**src/rtl/open_loop_pkg.sv**
```systemverilog
// Shared types for the open-loop app-side buffer path: arbiter FSM states
// and the fixed requester index assignment used by the datapath mux.
package open_loop_pkg;

  typedef enum logic [2:0] {
    IDLE    = 3'd0,
    REQ     = 3'd1,
    WDATA   = 3'd2,
    WDONE   = 3'd3,
    RDRESP  = 3'd4,
    RELEASE = 3'd5
  } arb_state_e;

  localparam int OL_BUF_SRC_SETUP = 0;
  localparam int OL_BUF_SRC_SEND  = 1;
  localparam int OL_BUF_SRC_RECV  = 2;

endpackage

```
**src/rtl/open_loop_buf_arb_if.sv**
```systemverilog
// Per-source and shared buffer-side handshakes of the app buffer path.
// master = arbiter view, slave = requesters plus buffer view.
interface open_loop_buf_arb_if #(
  parameter int NUM_SRC = 3
);
  logic [NUM_SRC-1:0] src_req_val;
  logic [NUM_SRC-1:0] src_req_wr;
  logic [NUM_SRC-1:0] src_req_rdy;
  logic [NUM_SRC-1:0] src_wr_data_val;
  logic [NUM_SRC-1:0] src_wr_data_last;
  logic [NUM_SRC-1:0] src_wr_data_rdy;
  logic [NUM_SRC-1:0] src_wr_done_rdy;
  logic [NUM_SRC-1:0] src_wr_done_val;
  logic [NUM_SRC-1:0] src_rd_resp_rdy;
  logic [NUM_SRC-1:0] src_rd_resp_val;
  logic               buf_rd_req_val;
  logic               buf_rd_req_rdy;
  logic               buf_rd_resp_val;
  logic               buf_rd_resp_last;
  logic               buf_rd_resp_rdy;
  logic               buf_wr_req_val;
  logic               buf_wr_req_rdy;
  logic               buf_wr_data_val;
  logic               buf_wr_data_rdy;
  logic               buf_wr_done_val;
  logic               buf_wr_done_rdy;

  modport master (
    input  src_req_val, src_req_wr, src_wr_data_val, src_wr_data_last,
           src_wr_done_rdy, src_rd_resp_rdy,
           buf_rd_req_rdy, buf_rd_resp_val, buf_rd_resp_last,
           buf_wr_req_rdy, buf_wr_data_rdy, buf_wr_done_val,
    output src_req_rdy, src_wr_data_rdy, src_wr_done_val, src_rd_resp_val,
           buf_rd_req_val, buf_rd_resp_rdy, buf_wr_req_val,
           buf_wr_data_val, buf_wr_done_rdy
  );

  modport slave (
    output src_req_val, src_req_wr, src_wr_data_val, src_wr_data_last,
           src_wr_done_rdy, src_rd_resp_rdy,
           buf_rd_req_rdy, buf_rd_resp_val, buf_rd_resp_last,
           buf_wr_req_rdy, buf_wr_data_rdy, buf_wr_done_val,
    input  src_req_rdy, src_wr_data_rdy, src_wr_done_val, src_rd_resp_val,
           buf_rd_req_val, buf_rd_resp_rdy, buf_wr_req_val,
           buf_wr_data_val, buf_wr_done_rdy
  );
endinterface

```
**src/rtl/open_loop_buf_arb_rr_pick_next.sv**
```systemverilog
// Combinational round-robin picker: first set req bit at or above rr_ptr,
// wrapping modulo N. No state, zero latency.
module rr_pick_next #(
  parameter int N = 3,
  parameter int W = $clog2(N)
) (
  input  logic [N-1:0] req,
  input  logic [W-1:0] rr_ptr,
  output logic         valid,
  output logic [W-1:0] idx
);

  // Scan from the farthest offset down so the nearest candidate wins last.
  always_comb begin
    logic [W:0] cand;
    valid = 1'b0;
    idx   = '0;
    cand  = '0;
    for (int i = N - 1; i >= 0; i--) begin
      cand = {1'b0, rr_ptr} + (W+1)'(i);
      if (cand >= (W+1)'(N)) cand = cand - (W+1)'(N);
      if (req[cand[W-1:0]]) begin
        valid = 1'b1;
        idx   = cand[W-1:0];
      end
    end
  end

endmodule

```
**src/rtl/open_loop_buf_arb.sv**
```systemverilog
// Round-robin owner of the app-side buffer path; 1-cycle arbitration, grant held
// for a whole read/write transaction plus a 1-cycle release. Control only, handshakes pass through.
module open_loop_buf_arb
  import open_loop_pkg::*;
#(
  parameter int NUM_SRC = 3,
  parameter int SRC_W   = $clog2(NUM_SRC),
  parameter int CNT_W   = 16
) (
  input  logic                clk,
  input  logic                rst_n,
  open_loop_buf_arb_if.master bus,
  output logic [SRC_W-1:0]    grant_idx,
  output logic                busy,
  output logic [CNT_W-1:0]    xact_cnt
);

  arb_state_e       state, state_d;
  logic [SRC_W-1:0] rr_ptr;
  logic             wr_reg;
  logic             pick_valid;
  logic [SRC_W-1:0] pick_idx;
  logic [SRC_W-1:0] ptr_after;

  rr_pick_next #(.N(NUM_SRC), .W(SRC_W)) u_pick (
    .req    (bus.src_req_val),
    .rr_ptr (rr_ptr),
    .valid  (pick_valid),
    .idx    (pick_idx)
  );

  assign ptr_after = (grant_idx == SRC_W'(NUM_SRC - 1)) ? '0 : grant_idx + 1'b1;
  assign busy      = (state != IDLE);

  always_ff @(posedge clk or negedge rst_n) begin
    if (!rst_n) begin
      state     <= IDLE;
      rr_ptr    <= '0;
      grant_idx <= '0;
      wr_reg    <= 1'b0;
      xact_cnt  <= '0;
    end else begin
      state <= state_d;
      if (state == IDLE && pick_valid) begin
        grant_idx <= pick_idx;
        wr_reg    <= bus.src_req_wr[pick_idx];
      end
      if (state == RELEASE) begin
        rr_ptr   <= ptr_after;
        xact_cnt <= xact_cnt + 1'b1;
      end
    end
  end

  always_comb begin
    state_d             = state;
    bus.src_req_rdy     = '0;
    bus.src_wr_data_rdy = '0;
    bus.src_wr_done_val = '0;
    bus.src_rd_resp_val = '0;
    bus.buf_rd_req_val  = 1'b0;
    bus.buf_rd_resp_rdy = 1'b0;
    bus.buf_wr_req_val  = 1'b0;
    bus.buf_wr_data_val = 1'b0;
    bus.buf_wr_done_rdy = 1'b0;
    case (state)
      IDLE: begin
        if (pick_valid) state_d = REQ;
      end
      REQ: begin
        if (wr_reg) begin
          bus.buf_wr_req_val         = bus.src_req_val[grant_idx];
          bus.src_req_rdy[grant_idx] = bus.buf_wr_req_rdy;
          if (bus.src_req_val[grant_idx] && bus.buf_wr_req_rdy) state_d = WDATA;
        end else begin
          bus.buf_rd_req_val         = bus.src_req_val[grant_idx];
          bus.src_req_rdy[grant_idx] = bus.buf_rd_req_rdy;
          if (bus.src_req_val[grant_idx] && bus.buf_rd_req_rdy) state_d = RDRESP;
        end
      end
      WDATA: begin
        bus.buf_wr_data_val            = bus.src_wr_data_val[grant_idx];
        bus.src_wr_data_rdy[grant_idx] = bus.buf_wr_data_rdy;
        if (bus.src_wr_data_val[grant_idx] && bus.buf_wr_data_rdy &&
            bus.src_wr_data_last[grant_idx]) state_d = WDONE;
      end
      WDONE: begin
        bus.src_wr_done_val[grant_idx] = bus.buf_wr_done_val;
        bus.buf_wr_done_rdy            = bus.src_wr_done_rdy[grant_idx];
        if (bus.buf_wr_done_val && bus.src_wr_done_rdy[grant_idx]) state_d = RELEASE;
      end
      RDRESP: begin
        bus.src_rd_resp_val[grant_idx] = bus.buf_rd_resp_val;
        bus.buf_rd_resp_rdy            = bus.src_rd_resp_rdy[grant_idx];
        if (bus.buf_rd_resp_val && bus.src_rd_resp_rdy[grant_idx] &&
            bus.buf_rd_resp_last) state_d = RELEASE;
      end
      RELEASE: begin
        state_d = IDLE;
      end
      default: begin
        // Unreachable encodings propagate X so simulation flags them.
        state_d             = arb_state_e'('x);
        bus.src_req_rdy     = 'x;
        bus.src_wr_data_rdy = 'x;
        bus.src_wr_done_val = 'x;
        bus.src_rd_resp_val = 'x;
        bus.buf_rd_req_val  = 1'bx;
        bus.buf_rd_resp_rdy = 1'bx;
        bus.buf_wr_req_val  = 1'bx;
        bus.buf_wr_data_val = 1'bx;
        bus.buf_wr_done_rdy = 1'bx;
      end
    endcase
  end

endmodule
```
**src/flat_wrapper.sv**
```systemverilog
// flat-port wrapper written by rule: the top's interface ports become plain ports
module open_loop_buf_arb_flat import open_loop_pkg::*;
#(
  parameter int NUM_SRC = 3,
  parameter int SRC_W   = $clog2(NUM_SRC),
  parameter int CNT_W   = 16
)
  (clk, rst_n, grant_idx, busy, xact_cnt, bus_src_req_val, bus_src_req_wr, bus_src_wr_data_val, bus_src_wr_data_last, bus_src_wr_done_rdy, bus_src_rd_resp_rdy, bus_buf_rd_req_rdy, bus_buf_rd_resp_val, bus_buf_rd_resp_last, bus_buf_wr_req_rdy, bus_buf_wr_data_rdy, bus_buf_wr_done_val, bus_src_req_rdy, bus_src_wr_data_rdy, bus_src_wr_done_val, bus_src_rd_resp_val, bus_buf_rd_req_val, bus_buf_rd_resp_rdy, bus_buf_wr_req_val, bus_buf_wr_data_val, bus_buf_wr_done_rdy);
  open_loop_buf_arb_if #(.NUM_SRC(NUM_SRC)) bus_i ();
  input  logic clk;
  input  logic rst_n;
  output logic [SRC_W-1:0] grant_idx;
  output logic busy;
  output logic [CNT_W-1:0] xact_cnt;
  input wire logic [$bits(bus_i.src_req_val)-1:0] bus_src_req_val;
  input wire logic [$bits(bus_i.src_req_wr)-1:0] bus_src_req_wr;
  input wire logic [$bits(bus_i.src_wr_data_val)-1:0] bus_src_wr_data_val;
  input wire logic [$bits(bus_i.src_wr_data_last)-1:0] bus_src_wr_data_last;
  input wire logic [$bits(bus_i.src_wr_done_rdy)-1:0] bus_src_wr_done_rdy;
  input wire logic [$bits(bus_i.src_rd_resp_rdy)-1:0] bus_src_rd_resp_rdy;
  input wire logic [$bits(bus_i.buf_rd_req_rdy)-1:0] bus_buf_rd_req_rdy;
  input wire logic [$bits(bus_i.buf_rd_resp_val)-1:0] bus_buf_rd_resp_val;
  input wire logic [$bits(bus_i.buf_rd_resp_last)-1:0] bus_buf_rd_resp_last;
  input wire logic [$bits(bus_i.buf_wr_req_rdy)-1:0] bus_buf_wr_req_rdy;
  input wire logic [$bits(bus_i.buf_wr_data_rdy)-1:0] bus_buf_wr_data_rdy;
  input wire logic [$bits(bus_i.buf_wr_done_val)-1:0] bus_buf_wr_done_val;
  output wire logic [$bits(bus_i.src_req_rdy)-1:0] bus_src_req_rdy;
  output wire logic [$bits(bus_i.src_wr_data_rdy)-1:0] bus_src_wr_data_rdy;
  output wire logic [$bits(bus_i.src_wr_done_val)-1:0] bus_src_wr_done_val;
  output wire logic [$bits(bus_i.src_rd_resp_val)-1:0] bus_src_rd_resp_val;
  output wire logic [$bits(bus_i.buf_rd_req_val)-1:0] bus_buf_rd_req_val;
  output wire logic [$bits(bus_i.buf_rd_resp_rdy)-1:0] bus_buf_rd_resp_rdy;
  output wire logic [$bits(bus_i.buf_wr_req_val)-1:0] bus_buf_wr_req_val;
  output wire logic [$bits(bus_i.buf_wr_data_val)-1:0] bus_buf_wr_data_val;
  output wire logic [$bits(bus_i.buf_wr_done_rdy)-1:0] bus_buf_wr_done_rdy;
  assign bus_i.src_req_val = bus_src_req_val;
  assign bus_i.src_req_wr = bus_src_req_wr;
  assign bus_i.src_wr_data_val = bus_src_wr_data_val;
  assign bus_i.src_wr_data_last = bus_src_wr_data_last;
  assign bus_i.src_wr_done_rdy = bus_src_wr_done_rdy;
  assign bus_i.src_rd_resp_rdy = bus_src_rd_resp_rdy;
  assign bus_i.buf_rd_req_rdy = bus_buf_rd_req_rdy;
  assign bus_i.buf_rd_resp_val = bus_buf_rd_resp_val;
  assign bus_i.buf_rd_resp_last = bus_buf_rd_resp_last;
  assign bus_i.buf_wr_req_rdy = bus_buf_wr_req_rdy;
  assign bus_i.buf_wr_data_rdy = bus_buf_wr_data_rdy;
  assign bus_i.buf_wr_done_val = bus_buf_wr_done_val;
  assign bus_src_req_rdy = bus_i.src_req_rdy;
  assign bus_src_wr_data_rdy = bus_i.src_wr_data_rdy;
  assign bus_src_wr_done_val = bus_i.src_wr_done_val;
  assign bus_src_rd_resp_val = bus_i.src_rd_resp_val;
  assign bus_buf_rd_req_val = bus_i.buf_rd_req_val;
  assign bus_buf_rd_resp_rdy = bus_i.buf_rd_resp_rdy;
  assign bus_buf_wr_req_val = bus_i.buf_wr_req_val;
  assign bus_buf_wr_data_val = bus_i.buf_wr_data_val;
  assign bus_buf_wr_done_rdy = bus_i.buf_wr_done_rdy;
  open_loop_buf_arb #(.NUM_SRC(NUM_SRC), .SRC_W(SRC_W), .CNT_W(CNT_W)) u_core (.clk(clk), .rst_n(rst_n), .bus(bus_i), .grant_idx(grant_idx), .busy(busy), .xact_cnt(xact_cnt));
endmodule
```
**config.mk**
```make
export PLATFORM = sky130hd
export DESIGN_NAME = open_loop_buf_arb_flat
export DESIGN_NICKNAME = d
export VERILOG_FILES = /design/src/rtl/open_loop_pkg.sv /design/src/rtl/open_loop_buf_arb_if.sv /design/src/rtl/open_loop_buf_arb_rr_pick_next.sv /design/src/rtl/open_loop_buf_arb.sv /design/src/flat_wrapper.sv
export SDC_FILE = /design/constraint.sdc
export NUM_CORES = 1
export LEC_CHECK = 0
export BUFFER_PORTS_ARGS = -buffer_cell sky130_fd_sc_hd__buf_2
export CAP_MARGIN = 0
export CORE_ASPECT_RATIO = 1.4
export CORE_MARGIN = 4
export CORE_UTILIZATION = 53
export DETAILED_ROUTE_END_ITERATION = 10
export PLACE_DENSITY_LB_ADDON = 0.2
export SETUP_SLACK_MARGIN = 0.4
export SYNTH_ARGS = -nofsm -noshare
export SYNTH_HDL_FRONTEND = slang
export SYNTH_SLANG_ARGS = --single-unit
```
**constraint.sdc**
```tcl
create_clock -name clk -period 3.4 [get_ports clk]
set_input_delay 0.17 -clock clk [delete_from_list [all_inputs] [get_ports clk]]
set_output_delay 0.17 -clock clk [all_outputs]
set_load 0.02 [all_outputs]
```
* Word level (Yosys, flattened, before mapping)
Cells that the tools add are included.
Cells by class: add/subtract/negate cells 7, order comparisons 9, equal/unequal tests 12, mux-type cells 50, bitwise gates (word level) 5, reductions and logical operators 16
Operators by type and width (number):
- $mux 3 | 8
- $pmux 3 s2 | 4
- $reduce_or 5->1 | 4
- $bmux 1 s2 | 9
- $pmux 3 s6 | 1
- $add 16x1->16 const B | 1
- $and 3x3->3 | 5
- $lt 2x3->1 const B | 5
- $mux 1 | 15
- $mux 2 | 7
- $pmux 1 s2 | 5
- $logic_and 1x1->1 | 9
- $ne 2x1->1 const B | 4
- $eq 3x2->1 const B | 2
- $eq 3x3->1 const B | 2
- $ge 3x2->1 const B | 2
- $reduce_and 6->1 | 1
- $sub 2x2->2 const B | 3
- $add 2x1->3 const B | 1
- $add 2x2->3 const B | 1
- $eq 3x1->1 const B | 1
- $logic_not 3->1 | 1
- $ne 3x1->1 const B | 1
- $ne 3x3->1 const B | 1
- 6 further kinds | 6
Word-level totals: bits in registers 24, input port bits 26, output and inout port bits 36, word-level logic and storage cells 104

* Depth between registers and ports, before layout
Gate-level depths: netlist of the first run.
depth in word-level cells 10, mapped depth 8, depth with buffers taken out 7

* Cells and area by module
From an unflattened synthesis of the first run, not the netlist that was laid out.
Second synthesis, totals: cells, all modules 184, area total of the unflattened synthesis 1609.0 µm²
Modules (own cells, without submodules):
- open_loop_buf_arb | instances 1, cells each 157, area each 1417.6 µm², seq. area each 600.6 µm²
- rr_pick_next | instances 1, cells each 27, area each 191.4 µm², seq. area each 0.0 µm²

* Least setup slack after synthesis of the first run
Ideal clock, no wire load.
path type reg-to-reg, start register u_core.rr_ptr[1], end register u_core.grant_idx[0], data arrival time 1.998 ns, slack 1.276 ns, stages on the path, launching flop included 9, path buffers 1, clock period less this slack 2.124 ns, cell sequence dfrtp_1 > inv_1 > ha_1 > buf_6 > a22o_1 > a211o_1 > a221o_1 > and2_4 > mux2_4
Between the ends: word-level cells in the longest chain between the ends 9, elaborated cells between the ends (all ways) 24
RTL lines:
- start, declared | RTL line open_loop_buf_arb.sv:19 | logic [SRC_W-1:0] rr_ptr;
- start signal, assigned | RTL line open_loop_buf_arb.sv:49 | rr_ptr <= ptr_after;
- $add 2x2->3 | RTL line open_loop_buf_arb_rr_pick_next.sv:20 | cand = {1'b0, rr_ptr} + (W+1)'(i);
- $ge 3x2->1 or $sub 2x2->2 (tied branches) | RTL line open_loop_buf_arb_rr_pick_next.sv:21 | if (cand >= (W+1)'(N)) cand = cand - (W+1)'(N);
- $mux 2 | RTL line open_loop_buf_arb_rr_pick_next.sv:21
- $bmux 1 s2 | RTL line open_loop_buf_arb_rr_pick_next.sv:22 | if (req[cand[W-1:0]]) begin
- $mux 1 (implied by the code) | RTL line open_loop_buf_arb_rr_pick_next.sv:22
- $mux 1 (3 in a row) | RTL line open_loop_buf_arb_rr_pick_next.sv:22
- $logic_and 1x1->1 | RTL line open_loop_buf_arb.sv:44 | if (state == IDLE && pick_valid) begin
- end signal, assigned | RTL line open_loop_buf_arb.sv:45 | grant_idx <= pick_idx;
- end, declared | RTL line open_loop_buf_arb.sv:13 | output logic [SRC_W-1:0] grant_idx,
Parallel ways exist; a longest one is shown, timed or not. The select of a mux whose other input is x is not followed. A chain may end at the register's enable or synchronous reset.

* Worst setup path in the final report of the first run
Same ends and word-level chain as after synthesis.

==> metrics.md, run 1 <==
| Metric | Value |
|---|---|
| Status | `finished clean` |
| Top reg by flops | `u_core.xact_cnt` |
| Hpwl dp | `around 2.9 mm` |
| Die ar. | `around 0.0041 mm^2` |
| Aggregate global-route resource usage | `0.204` |
| Crit share post-route | `0.658` |
| Metal1 wirelength | `about 1.5 mm` |
| P&R area growth vs syn | `20.1%` |
| First-pass GRT wire length | `6.18 mm` |
| Ys async rst share | `1.00` |
| Max-cap violations | `0` |
| Final WL | `~3.7 mm` |
| DR WL/cell | `about 13 um` |
| Via count | `roughly 1,500` |
| Top Metal Used | `met4` |
| Slew Limit Fails | `0` |
| Final setup fails | `0` |
| Fin worst setup slack | `1.16 ns` |
| Reg2reg path depth | `7` |
| Crit path max fanout | `9` |
| Register-to-register setup slack | `around 1.2 ns` |
| Largest net degree at the start of global routing | `25` |
| Vias in the first global route | `1,418` |
| Biggest regs | `u_core.xact_cnt (16), u_core.state (3)` |
| Slew headroom | `0.621` |
| Design Area, Final | `~0.0020 mm^2` |
| Post-synthesis area per instance | `approximately 9 um^2` |
| CP Data Required Time | `approximately 3.6 ns` |
| Port buffer count | `~60` |
| Final hold violation count | `0` |
| Post-Syn Instances | `188` |
| Initial Util | `0.563` |
| Drc violations | `0` |
| Setup TNS | `0 ns` |
| Cell Pwr Density | `726 mW/mm^2` |
| RSZ-0062 raised after global routing | `no` |
| Critical path class | `flip-flop to flip-flop` |
| Placed cell areas | `0.00193 mm^2` |
| GP Congestion | `between 0.7 and 0.8` |
| Core area | `0.00294 mm^2` |
| Setup WS pre-CTS | `between 1 and 1.5 ns` |
| HP Start | `bus_src_req_wr[1]` |
| Die Wd | `55.2 um` |
| Met3 wire len | `between 150 and 200 um` |
| Core Util, Final | `0.676` |
| Pre-antenna DRT Iters | `4` |
| Max Fclk | `approximately 450 MHz` |
| Number of flops mapped to enable cells by yosys | `0` |
| Critical path data arrival time | `about 2.4 ns` |
| Antenna violations before repair | `0` |
| Ant diodes | `0` |
| Hold EP | `u_core.wr_reg$_DFFE_PN0P_` |
| Hold WS | `around 0.17 ns` |
| Hold Crit Class | `input port to flip-flop` |
| NumNets Final | `278` |
| Worst r2r src | `u_core.rr_ptr[1]$_DFFE_PN0P_` |
| Clk buf depth | `2` |
| Skew final | `between 0.005 and 0.006 ns` |
| Clock sinks | `24` |
| Final Power | `about 1.4 mW` |
| Routed vias/inst | `approximately 5.4` |
| Number of core rows | `23` |
| Worst slew pin tran | `roughly 0.57 ns` |
| Die H | `74.1 um` |
| Primary FF master, synth | `dfrtp_1` |
| Post-Syn Area | `0.00165 mm^2` |
| CP endpoint kind | `flip-flop` |
| CTS tree | `built` |
| CTS clk-pin slew, worst paths | `0.08 ns` |
| CP startpoint kind | `flip-flop` |
| #FFs+latches synth | `24` |
| Antenna viol nets, final | `0` |
| Final Non-Filler Cells | `approximately 280` |
| Layout cell share with drive strength beyond 1 | `0.286` |
| Met2 wire len | `about 1.9 mm` |
| PostCTS Resize Cnt | `0` |
| Depth of the worst hold-timing path | `3` |
| Max reg flops | `16` |
| Ports | `62` |
| Num CTS Buffers | `3` |
| VDD IR max | `approximately 0.00042 V` |
| Fin crit period | `approximately 2.2 ns` |
| Leak Pwr | `1.03 nW` |
| RR Endpoint | `u_core.grant_idx[0]$_DFFE_PN0P_` |
| Clock Latency Late Sink | `approximately 0.26 ns` |
| Sequential area share after synthesis | `0.363` |
| DP Cell Count | `between 200 and 300` |
| CTS H-tree depth | `1` |
| Syn Nets | `approximately 220` |
| Root buffer cell | `clkbuf_8` |
| Initial detailed-routing violation count | `49` |
| Remaining global-route overflow | `0` |
| Post-synthesis cell type count | `48` |
| YS warnings | `0` |
power breakdown:
group | internal [mW] | leakage (nW) | total (mW) | switching (mW)
Clock | 0.0791 | 0.0216 | 0.162 | 0.0833
Sequential | 0.350 | 0.318 | 0.499 | 0.149
Combinational | 0.338 | 0.690 | 0.778 | 0.440
Total | 0.767 | 1.03 | 1.44 | 0.673
cell families after synthesis:
logic type | synth area share
buf+inv | 0.0659
flops | 0.363
xor+xnor | 0.0795
simple gates | 0.245
compound gates | 0.151
mux | 0.0583
fa+ha+maj | 0.0379
worst max path at each step:
stage | from | to | slack, ns | depth (start not counted)
after global placement | u_core.rr_ptr[1]$_DFFE_PN0P_ | u_core.grant_idx[0]$_DFFE_PN0P_ | 1.23 | 7
final | u_core.rr_ptr[1]$_DFFE_PN0P_ | u_core.grant_idx[0]$_DFFE_PN0P_ | 1.16 | 7
after floorplan | u_core.rr_ptr[1]$_DFFE_PN0P_ | u_core.grant_idx[0]$_DFFE_PN0P_ | 1.28 | 8
after detailed placement | u_core.rr_ptr[1]$_DFFE_PN0P_ | u_core.grant_idx[0]$_DFFE_PN0P_ | 1.18 | 7
after global routing | u_core.rr_ptr[1]$_DFFE_PN0P_ | u_core.grant_idx[0]$_DFFE_PN0P_ | 1.06 | 7
after CTS | u_core.rr_ptr[1]$_DFFE_PN0P_ | u_core.grant_idx[0]$_DFFE_PN0P_ | 1.17 | 7
critical path: stages, from the launching register on:
cell and delay, ns:
dfrtp_1 0.40, inv_1 0.08, ha_1 0.28, a22o_1 0.23, a211o_1 0.26, a221o_1 0.39, and2_4 0.19, mux2_4 0.29
metal layers:
layer / vias to the layer above / global-route usage
met3: 5 / 0.0200
met2: 50 / 0.350
met1: 689 / 0.252
met5: - / 0
li1: 765 / -
met4: 0 / 0.0892
Yosys cell counts (6+ instances only):
library cell  number  area [um^2]
dfrtp_1           24          601
nand2_1           23         86.3
nor2_1            20         75.1
inv_1              9         33.8
xnor2_1            9         78.8
mux2i_1            7         70.1
nand3_1            7         35.0
a21oi_1            6         30.0
nand2b_1           6         37.5
xor2_1             6         52.6
cell type report:
type	count	area (um^2)
clock buffers	3	41.3
multi-input cells	146	943
repair buffers	62	315
flip-flops and latches	24	601
well taps	37	46.3
inverters	10	37.5
fillers	278	951
cells in the final DEF, fill, tap and decap left out, types with 3 or more instances in the layout:
cell	count
clkbuf_8	3
nor2_1	20
o21ai_0	5
nand2_1	23
a21oi_1	6
nor3_1	5
o21ai_1	5
nand3_1	7
nand2b_1	6
a2bb2oi_1	4
mux2i_1	7
dfrtp_1	24
and3_1	4
inv_1	9
xnor2_1	9
or3_1	3
ha_1	5
buf_2	61
xor2_1	6
timing repair:
item | 4_1_cts | 5_1_grt
endpoints found under the hold margin | 24 | 0
hold buffers | 1 | 0
buffers inserted | 0 | 0
endpoints found under the setup margin | 0 | 0
No activity file was read; power rests on OpenSTA's default activity.
==> inputs of run 2 (changes only) <==
--- a/config.mk
+++ b/config.mk
@@ -9,7 +9,7 @@
 export CAP_MARGIN = 0
 export CORE_ASPECT_RATIO = 1.4
 export CORE_MARGIN = 4
-export CORE_UTILIZATION = 53
+export CORE_UTILIZATION = 49
 export DETAILED_ROUTE_END_ITERATION = 10
 export PLACE_DENSITY_LB_ADDON = 0.2
 export SETUP_SLACK_MARGIN = 0.4
==> constraint.sdc (replaced) <==
create_clock -name clk -period 2.3 [get_ports clk]
set_input_delay 0.115 -clock clk [delete_from_list [all_inputs] [get_ports clk]]
set_output_delay 0.115 -clock clk [all_outputs]
set_load 0.02 [all_outputs]
==> metrics.md, run 2 (synthesis results as in run 1) <==
| Metric | Value |
|---|---|
| CTS clk-pin slew, worst paths | `~0.080 ns` |
| RR Endpoint | `u_core.grant_idx[0]$_DFFE_PN0P_` |
| CP endpoint kind | `flip-flop` |
| Ant diodes | `0` |
| Antenna violations before repair | `0` |
| M1 GR Usage | `0.209` |
| Crit path max-delay family | `compound AO/OA/AOI/OAI gates` |
| Slew headroom | `0.643` |
| P&R area growth vs syn | `33.5%` |
| Aggregate global-route resource usage | `0.173` |
| Critical path data arrival time | `2.18 ns` |
| Ports | `a little over 60` |
| Layout cell share with drive strength beyond 1 | `0.385` |
| Hold Crit Class | `input port to flip-flop` |
| DR WL/cell | `12.9 um` |
| Remaining global-route overflow | `0` |
| Most frequent cells in the layout | `buf_2, nand2_1, dfrtp_1` |
| CP Data Required Time | `2.45 ns` |
| Status | `finished clean` |
| Worst slew pin tran | `0.535 ns` |
| Die H | `between 70 and 80 um` |
| Register-to-register setup slack | `~0.27 ns` |
| Final WL | `3.87 mm` |
| Number of core rows | `24` |
| Skew final | `0.00118 ns` |
| Max reg flops | `16` |
| Design Area, Final | `0.00221 mm^2` |
| Die ar. | `around 0.0044 mm^2` |
| Hold EP | `u_core.wr_reg$_DFFE_PN0P_` |
| Max-cap violations | `0` |
| Crit share post-route | `0.882` |
| Slew Limit Fails | `0` |
| Root buffer cell | `clkbuf_8` |
| Setup TNS | `0 ns` |
| CTS H-tree depth | `1` |
| Crit path cell chain | `buf_6 > ha_4 > a22o_1 > a211o_1 > a221o_1 > and2_4 > mux2_4` |
| Clk buf depth | `2` |
| First-pass GRT wire length | `between 6 and 7 mm` |
| Fin crit period | `2.03 ns` |
| Critical path's largest stage delay | `~0.4 ns` |
| Leak Pwr | `approximately 1.1 nW` |
| VDD IR max | `approximately 0.0007 V` |
| NumNets Final | `roughly 300` |
| Largest net degree at the start of global routing | `25` |
| Top reg by flops | `u_core.xact_cnt` |
| Hpwl dp | `about 2.9 mm` |
| Antenna viol nets, final | `0` |
| Critical path class | `flip-flop to flip-flop` |
| Pre-antenna DRT Iters | `4` |
| Die Wd | `about 57 um` |
| HP Start | `bus_src_req_wr[1]` |
| Clock sinks | `24` |
| Clock Latency Late Sink | `approximately 0.26 ns` |
| Port buffer count | `61` |
| Core area | `between 0.003 and 0.004 mm^2` |
| Worst r2r src | `u_core.rr_ptr[0]$_DFFE_PN0P_` |
| Routed vias/inst | `approximately 5.2` |
| RSZ-0062 raised after global routing | `yes` |
| Initial Util | `0.519` |
| Cell Pwr Density | `1130 mW/mm^2` |
| Vias in the first global route | `approximately 1,400` |
| Max Fclk | `between 400 and 500 MHz` |
| Placed cell areas | `0.00197 mm^2` |
| Final setup fails | `0` |
| Depth of the worst hold-timing path | `3` |
| CTS tree | `built` |
| Global routing usage on met2 | `0.314` |
| Initial detailed-routing violation count | `20` |
| Reg2reg path depth | `7` |
| DP Cell Count | `about 280` |
| Fillers | `slightly above 300` |
| Most common cell after layout, fill and taps aside | `buf_2` |
| GP Congestion | `0.861` |
| Biggest regs | `u_core.xact_cnt (16), u_core.state (3)` |
| Num CTS Buffers | `3` |
| Met3 GRT Util | `0.0151` |
| Drc violations | `0` |
| Via count | `~1,600` |
| WP buf/inv | `1` |
| Core Util, Final | `0.693` |
| Final Non-Filler Cells | `about 300` |
| Final hold violation count | `0` |
| Critical path's slowest cell | `dfrtp_1` |
| Crit path max fanout | `6` |
| CP startpoint kind | `flip-flop` |
| Most used routing layer | `met2` |
-- run 2: changes by cell type in the layout (fill, tap and decap cells not counted), moves of 3 or more --
cell     before  now
ha_1          5    2
buf_4         0   12
buf_6         0    4
a21oi_1       6    3
a21oi_2       0    3
ha_4          0    3
-- run 2: final cells by class --
type                            instances  area [um^2]  area share
Tap cell                               39         48.8      0.0221
Clock buffer                            4         55.1      0.0249
Sequential cell                        24          602       0.273
Timing Repair Buffer                   76          440       0.200
Multi-Input combinational cell        146         1020       0.464
Inverter                               10         37.5      0.0170
-- run 2: repair_timing --
item / in CTS / in global routing
hold buffers: 1 / 0
setup buffers: 6 / 4
gates resized for setup: 12 / 10
hold endpoints to repair: 24 / 0
endpoints found under the setup margin: 8 / 11
pin swaps: 4 / 4
-- run 2: worst max path at each step --
stage / cells past startpoint / slack (ns) / from / to
finish: 7 / 0.27 / u_core.rr_ptr[0]$_DFFE_PN0P_ / u_core.grant_idx[0]$_DFFE_PN0P_
global route: 7 / 0.21 / u_core.rr_ptr[0]$_DFFE_PN0P_ / u_core.grant_idx[0]$_DFFE_PN0P_
CTS: 7 / 0.28 / u_core.rr_ptr[0]$_DFFE_PN0P_ / u_core.grant_idx[0]$_DFFE_PN0P_
detailed placement: 6 / 0.21 / u_core.rr_ptr[0]$_DFFE_PN0P_ / u_core.grant_idx[0]$_DFFE_PN0P_
global placement: 6 / 0.27 / u_core.rr_ptr[1]$_DFFE_PN0P_ / u_core.grant_idx[0]$_DFFE_PN0P_
floorplan: 8 / 0.28 / u_core.rr_ptr[1]$_DFFE_PN0P_ / u_core.grant_idx[0]$_DFFE_PN0P_
-- run 2: power breakdown --
| group | internal, mW | total, mW | switching (mW) | leakage, nW |
|---|---|---|---|---|
| Sequential | 0.520 | 0.686 | 0.166 | 0.316 |
| Combinational | 0.706 | 1.53 | 0.819 | 0.773 |
| Clock | 0.152 | 0.276 | 0.124 | 0.0288 |
| Total | 1.38 | 2.49 | 1.11 | 1.12 |
-- run 2: through the flow --
| stage | total power [mW] | hold slack (ns) | setup WS [ns] |
|---|---|---|---|
| finish | 2.49 | 0.121 | 0.272 |
| global route | 2.69 | 0.134 | 0.214 |
| CTS | 2.41 | 0.113 | 0.284 |
| detailed placement | 1.95 | 0.121 | 0.215 |
| global placement | 1.93 | 0.122 | 0.268 |
| floorplan | 1.68 | -0.181 | 0.279 |
-- run 2: worst min-delay path, cell delays in order --
cell	delay, ns
buf_2	0.10
nand3_1	0.05
a31oi_1	0.07
-- run 2: metal layers --
metal  part of all wire  wire, um  up-vias
met5                  0         0        -
li1                   -         -      796
met3              0.039       152        2
met4              0.011        41        0
met1               0.41      1590      722
met2               0.54      2090       35
